==> src/rtl/sw_input_periph.sv <==
// sw_input_periph: memory-mapped switch input responder.
// Synchronises and debounces NUM_SW switch pins and keeps sticky edge flags.
// Register map (word offsets): 0x0 STATUS (RO), 0x4 RISE (W1C),
// 0x8 FALL (W1C), 0xC CTRL (RW irq mask).
// Optional macro SW_INPUT_IRQ_EN: implements CTRL and the irq_out level
// interrupt; without it CTRL reads 0 and irq_out is tied low.
module sw_input_periph #(
  parameter int NUM_SW         = 16,
  parameter int TICK_DIV       = 2000,
  parameter int DEBOUNCE_TICKS = 500
) (
  input  logic              clk_in,
  input  logic              rst_in,
  input  logic              sel_in,
  input  logic [3:0]        data_addr_in,
  input  logic [31:0]       data_wr_in,
  input  logic              data_we_in,
  output logic [31:0]       data_rd_out,
  input  logic [NUM_SW-1:0] sw_in,
  output logic              irq_out
);

  localparam int TW = (TICK_DIV > 1) ? $clog2(TICK_DIV) : 1;
  localparam int CW = $clog2(DEBOUNCE_TICKS) + 1;
  localparam logic [TW-1:0] TICK_LAST = TW'(TICK_DIV - 1);
  localparam logic [CW-1:0] CNT_LAST  = CW'(DEBOUNCE_TICKS - 1);

  logic [NUM_SW-1:0] s_p0;
  logic [NUM_SW-1:0] s_p1;
  logic [TW-1:0]     pre_cnt;
  logic              tick;
  logic [CW-1:0]     cnt [NUM_SW];
  logic [NUM_SW-1:0] sw_d;
  logic [NUM_SW-1:0] rise;
  logic [NUM_SW-1:0] fall;
  logic [NUM_SW-1:0] ctrl;
  logic [NUM_SW-1:0] rise_set;
  logic [NUM_SW-1:0] fall_set;
  logic [NUM_SW-1:0] wr_bits;
  logic              we_hit;
  logic              wr_rise;
  logic              wr_fall;
  logic              unused_ok;

  // Register contents are narrower than the bus; upper bits read as zero.
  function automatic logic [31:0] zext(input logic [NUM_SW-1:0] v);
    return 32'(v);
  endfunction

  assign we_hit    = sel_in & data_we_in;
  assign wr_rise   = we_hit && (data_addr_in[3:2] == 2'd1);
  assign wr_fall   = we_hit && (data_addr_in[3:2] == 2'd2);
  assign wr_bits   = data_wr_in[NUM_SW-1:0];
  assign tick      = (pre_cnt == TICK_LAST);
  // Byte-lane bits of the address and upper write bits carry no meaning here.
  assign unused_ok = ^{data_addr_in[1:0], data_wr_in};

  // Two-flop synchroniser for the asynchronous switch pins (stage p0 -> p1).
  always_ff @(posedge clk_in or posedge rst_in) begin
    if (rst_in) begin
      s_p0 <= '0;
      s_p1 <= '0;
    end else begin
      s_p0 <= sw_in;
      s_p1 <= s_p0;
    end
  end

  // Sample-tick prescaler: one-cycle tick every TICK_DIV clocks.
  always_ff @(posedge clk_in or posedge rst_in) begin
    if (rst_in)    pre_cnt <= '0;
    else if (tick) pre_cnt <= '0;
    else           pre_cnt <= pre_cnt + 1'b1;
  end

  // Acceptance events: a changed input that has held for the full tick count.
  always_comb begin
    rise_set = '0;
    fall_set = '0;
    for (int i = 0; i < NUM_SW; i++) begin
      if (tick && (s_p1[i] != sw_d[i]) && (cnt[i] == CNT_LAST)) begin
        rise_set[i] = s_p1[i];
        fall_set[i] = ~s_p1[i];
      end
    end
  end

  // Per-bit debounce counters and accepted state; any return to d restarts.
  always_ff @(posedge clk_in or posedge rst_in) begin
    if (rst_in) begin
      sw_d <= '0;
      for (int i = 0; i < NUM_SW; i++) cnt[i] <= '0;
    end else if (tick) begin
      for (int i = 0; i < NUM_SW; i++) begin
        if (s_p1[i] == sw_d[i]) begin
          cnt[i] <= '0;
        end else if (cnt[i] == CNT_LAST) begin
          sw_d[i] <= s_p1[i];
          cnt[i]  <= '0;
        end else begin
          cnt[i]  <= cnt[i] + 1'b1;
        end
      end
    end
  end

  // Sticky edge flags: write-one-to-clear, a same-cycle set event wins.
  always_ff @(posedge clk_in or posedge rst_in) begin
    if (rst_in) begin
      rise <= '0;
      fall <= '0;
    end else begin
      rise <= (rise & ~(wr_rise ? wr_bits : '0)) | rise_set;
      fall <= (fall & ~(wr_fall ? wr_bits : '0)) | fall_set;
    end
  end

`ifdef SW_INPUT_IRQ_EN
  logic wr_ctrl;
  assign wr_ctrl = we_hit && (data_addr_in[3:2] == 2'd3);

  // Interrupt mask register.
  always_ff @(posedge clk_in or posedge rst_in) begin
    if (rst_in)       ctrl <= '0;
    else if (wr_ctrl) ctrl <= wr_bits;
  end

  // Registered level interrupt from any enabled pending flag.
  always_ff @(posedge clk_in or posedge rst_in) begin
    if (rst_in) irq_out <= 1'b0;
    else        irq_out <= |((rise | fall) & ctrl);
  end
`else
  assign ctrl    = '0;
  assign irq_out = 1'b0;
`endif

  // Registered read port: every cycle, pre-write contents of the addressed word.
  always_ff @(posedge clk_in or posedge rst_in) begin
    if (rst_in) begin
      data_rd_out <= '0;
    end else begin
      case (data_addr_in[3:2])
        2'd0:    data_rd_out <= zext(sw_d);
        2'd1:    data_rd_out <= zext(rise);
        2'd2:    data_rd_out <= zext(fall);
        default: data_rd_out <= zext(ctrl);
      endcase
    end
  end

endmodule

==> config.mk <==
export PLATFORM = sky130hd
export DESIGN_NAME = sw_input_periph
export DESIGN_NICKNAME = d
export VERILOG_FILES = /design/src/rtl/sw_input_periph.sv
export SDC_FILE = /design/constraint.sdc
export NUM_CORES = 1
export LEC_CHECK = 0
export CORE_ASPECT_RATIO = 1.25
export CORE_MARGIN = 2
export CORE_UTILIZATION = 40
export CTS_BUF_LIST = sky130_fd_sc_hd__clkbuf_2 sky130_fd_sc_hd__clkbuf_4 sky130_fd_sc_hd__clkbuf_8
export DETAILED_ROUTE_END_ITERATION = 8
export DONT_BUFFER_PORTS = 1
export PLACE_DENSITY_LB_ADDON = 0.25
export SLEW_MARGIN = 10
export SYNTH_ARGS = -nofsm -noshare
export SYNTH_HDL_FRONTEND = slang
export SYNTH_SLANG_ARGS = --single-unit
==> constraint.sdc <==
create_clock -name clk_in -period 15.3 [get_ports clk_in]
set_input_delay 3.825 -clock clk_in [delete_from_list [all_inputs] [get_ports clk_in]]
set_output_delay 3.825 -clock clk_in [all_outputs]
set_load 0.01 [all_outputs]
==> out/qor.csv <==
metric,value,unit
die_area,34700,um2
min_path_cells,0,
drv_slew,0,
grt_max_degree,134,
crit_type,reg -> out,
ios,89,
path_clk_slew,0.06,ns
grt_pass1_vias,9856,
cts_hold_buf,0,
post_cts_resized,0,
num-fill-cells,3154,
synth-main-ff-cell,dfrtp_1,
num-nets-final,1459,
hold_viol,0,
synth_edf_count,0,
cts_root_buffer,clkbuf_8,
p_clk_frac,0.462,
cts_max_path_buffers,3,
globalplace.congestion,0.772,
critPathMaxFanout,1,
power.switching,0.321,mW
cts_tree,yes,
rsz0062_at_grt,no,
chipHeight,208,um
cp-start-kind,register,
post-cts-setup-buffer-count,0,
seqPwrFrac,0.513,
reg2reg_depth,5,
vias_per_cell,5.58,
setup_ws,10.46,ns
drive_above_1_share,0.0913,
mostFrequentLayoutCells,"dfrtp_1 (267), nand2_1 (228), o21ai_0 (137)",
async_flop_share,1.00,
p_int,1.11,mW
antenna_found_initial,1,
switching_share,0.225,
syn2layout_area_growth,9.33,%
grt-ovfl-total,0,
finalClockSkew,0.0205,ns
syn_avg_cell_area,9.61,um2
max_freq,207,MHz
setup-violations-final,0,
final.min_clock_period,4.84,ns
drt_iter0_markers,536,
end_kind,primary output,
routedWlPerCell,15.9,um
synth_cells,1383,
synth.distinct_cells,58,
status,completed,
path_depth,0,
p_comb_frac,0.025,
grt_usage,0.170,
yosysWarnings,0,
vias,10200,
arrival,1.02,ns
peakVddDrop,0.0737,mV
core,32700,um2
postRouteWirelength,29200,um
cp.required,11.48,ns
clkLatencyLatePin,0.57,ns
tns,0,ns
io_buffers,0,
worst_slew_margin_rel,0.305,
powerDensity,98.2,nW/um2
cts_num_sinks,267,
route.detailed.drc,0,
drt_first_pass_iters,5,
synth_seq_area_share,0.503,
cap_violations,0,
hold_class,reg -> reg,
worst_pin_slew,1.03,ns
grt_pass1_wl,49700,um
dp_hpwl,18200,um
num_rows,74,
ys_ff_latch,267,
power.static_leakage,5.97,nW
antennaDiodeCount,0,
cts_made_buffers,46,
final_common_cell,dfrtp_1,
ant_nets,0,
netlist_area,13300,um2
place_ws,9.74,ns
htreeDepth,2,
start_util,0.407,
die_x,167,um
post-route-period-util,0.316,
holdWs,0.344,ns
-- worst paths after layout --
check,start,end,slack (ns)
setup reg to reg,pre_cnt[4]$_DFF_PP0_,sw_d[12]$_DFFE_PP0P_,12.42
min in group asynchronous,rst_in,cnt[106]$_DFFE_PP0N_,3.25
max in group asynchronous,rst_in,data_rd_out[2]$_DFF_PP0_,10.51
setup / recovery,data_rd_out[13]$_DFF_PP0_,data_rd_out[13],10.46
hold / removal,s_p0[10]$_DFF_PP0_,s_p1[10]$_DFF_PP0_,0.34
hold reg to reg,s_p0[10]$_DFF_PP0_,s_p1[10]$_DFF_PP0_,0.34
-- flip-flops by register name, indices dropped and copies added, names as in the netlist --
register / count
data_rd_out: 16
rise: 16
cnt: 160
s_p0: 16
s_p1: 16
pre_cnt: 11
sw_d: 16
fall: 16
-- synth_stat cells, types with 4 or more instances --
master     instances  area (um2)
a32o_1             5        50.1
dfrtp_1          267        6680
nand3b_1           9        67.6
mux2i_1           16         160
nand2b_1          18         113
a21oi_1            5        25.0
or3_1              6        37.5
buf_1              4        15.0
mux2_4             5        75.1
and3_1            12        75.1
mux2_2             9         101
o211ai_1          37         278
buf_4             18         135
or4_1             15         113
nor3_1            48         240
nand4bb_1          5        56.3
a31oi_1           57         357
o2111ai_1          6        52.6
xnor2_1           41         359
buf_2             14        70.1
or3_4              5        56.3
nor4b_1            5        43.8
and4_1             6        52.6
nand4_1           39         244
nand3_1          126         631
nand2_1          228         856
nor4_4            11         234
o21ai_0          137         686
a311oi_1           4        35.0
a21o_1             4        30.0
inv_1             27         101
and2_1             8        50.1
nor2_1            60         225
ha_1              17         213
clkbuf_1          33         124
xor2_1            21         184
a22o_1            18         158
-- metrics by stage --
stage | cell area [um2] | utilization | cells | power (mW)
6_report | 14500 | 0.445 | 1831 | 1.43
5_1_grt | 14500 | 0.445 | 1831 | 1.49
4_1_cts | 14500 | 0.445 | 1831 | 1.45
3_5_place_dp | 13600 | 0.416 | 1756 | 0.783
3_3_place_gp | 13600 | 0.416 | 1756 | 0.781
2_1_floorplan | 13400 | - | 1399 | 0.775
-- routing by layer --
metal  GRT usage  vias up  share of wire
met5           0        -        0.00051
met4      0.0580        2          0.026
met3      0.0364       60          0.052
met2       0.290      183           0.49
met1       0.215     4973           0.44
li1            -     5003              -
-- final cells by class --
cell class / instances / area [um2] / area share
Tap cell: 418 / 523 / 0.0360
Timing Repair Buffer: 10 / 75.1 / 0.00517
Multi-Input combinational cell: 1034 / 6210 / 0.428
Clock buffer: 70 / 870 / 0.0598
Inverter: 27 / 109 / 0.00749
Sequential cell: 267 / 6680 / 0.460
Clock inverter: 5 / 58.8 / 0.00405
-- power by group through the flow --
stage	Clock (mW)	Sequential [mW]	Combinational, mW
after floorplan	0	0.742	0.0326
after global placement	0	0.745	0.0369
after detailed placement	0	0.745	0.0376
after CTS	0.682	0.732	0.0375
after global routing	0.713	0.734	0.0423
final	0.660	0.732	0.0354
-- cell families (layout without fill, tap and decap cells) --
logic type / count (synthesis) / after routing / synth area share
compound gates: 290 / 290 / 0.136
xor+xnor: 62 / 62 / 0.0409
fa+ha+maj: 17 / 17 / 0.0160
buf+inv: 98 / 112 / 0.0352
flops: 267 / 267 / 0.503
mux: 30 / 30 / 0.0253
other cells: 1 / 17 / 0.000282
simple gates: 618 / 618 / 0.244
Note: power is estimated with default switching activity, not from simulation.
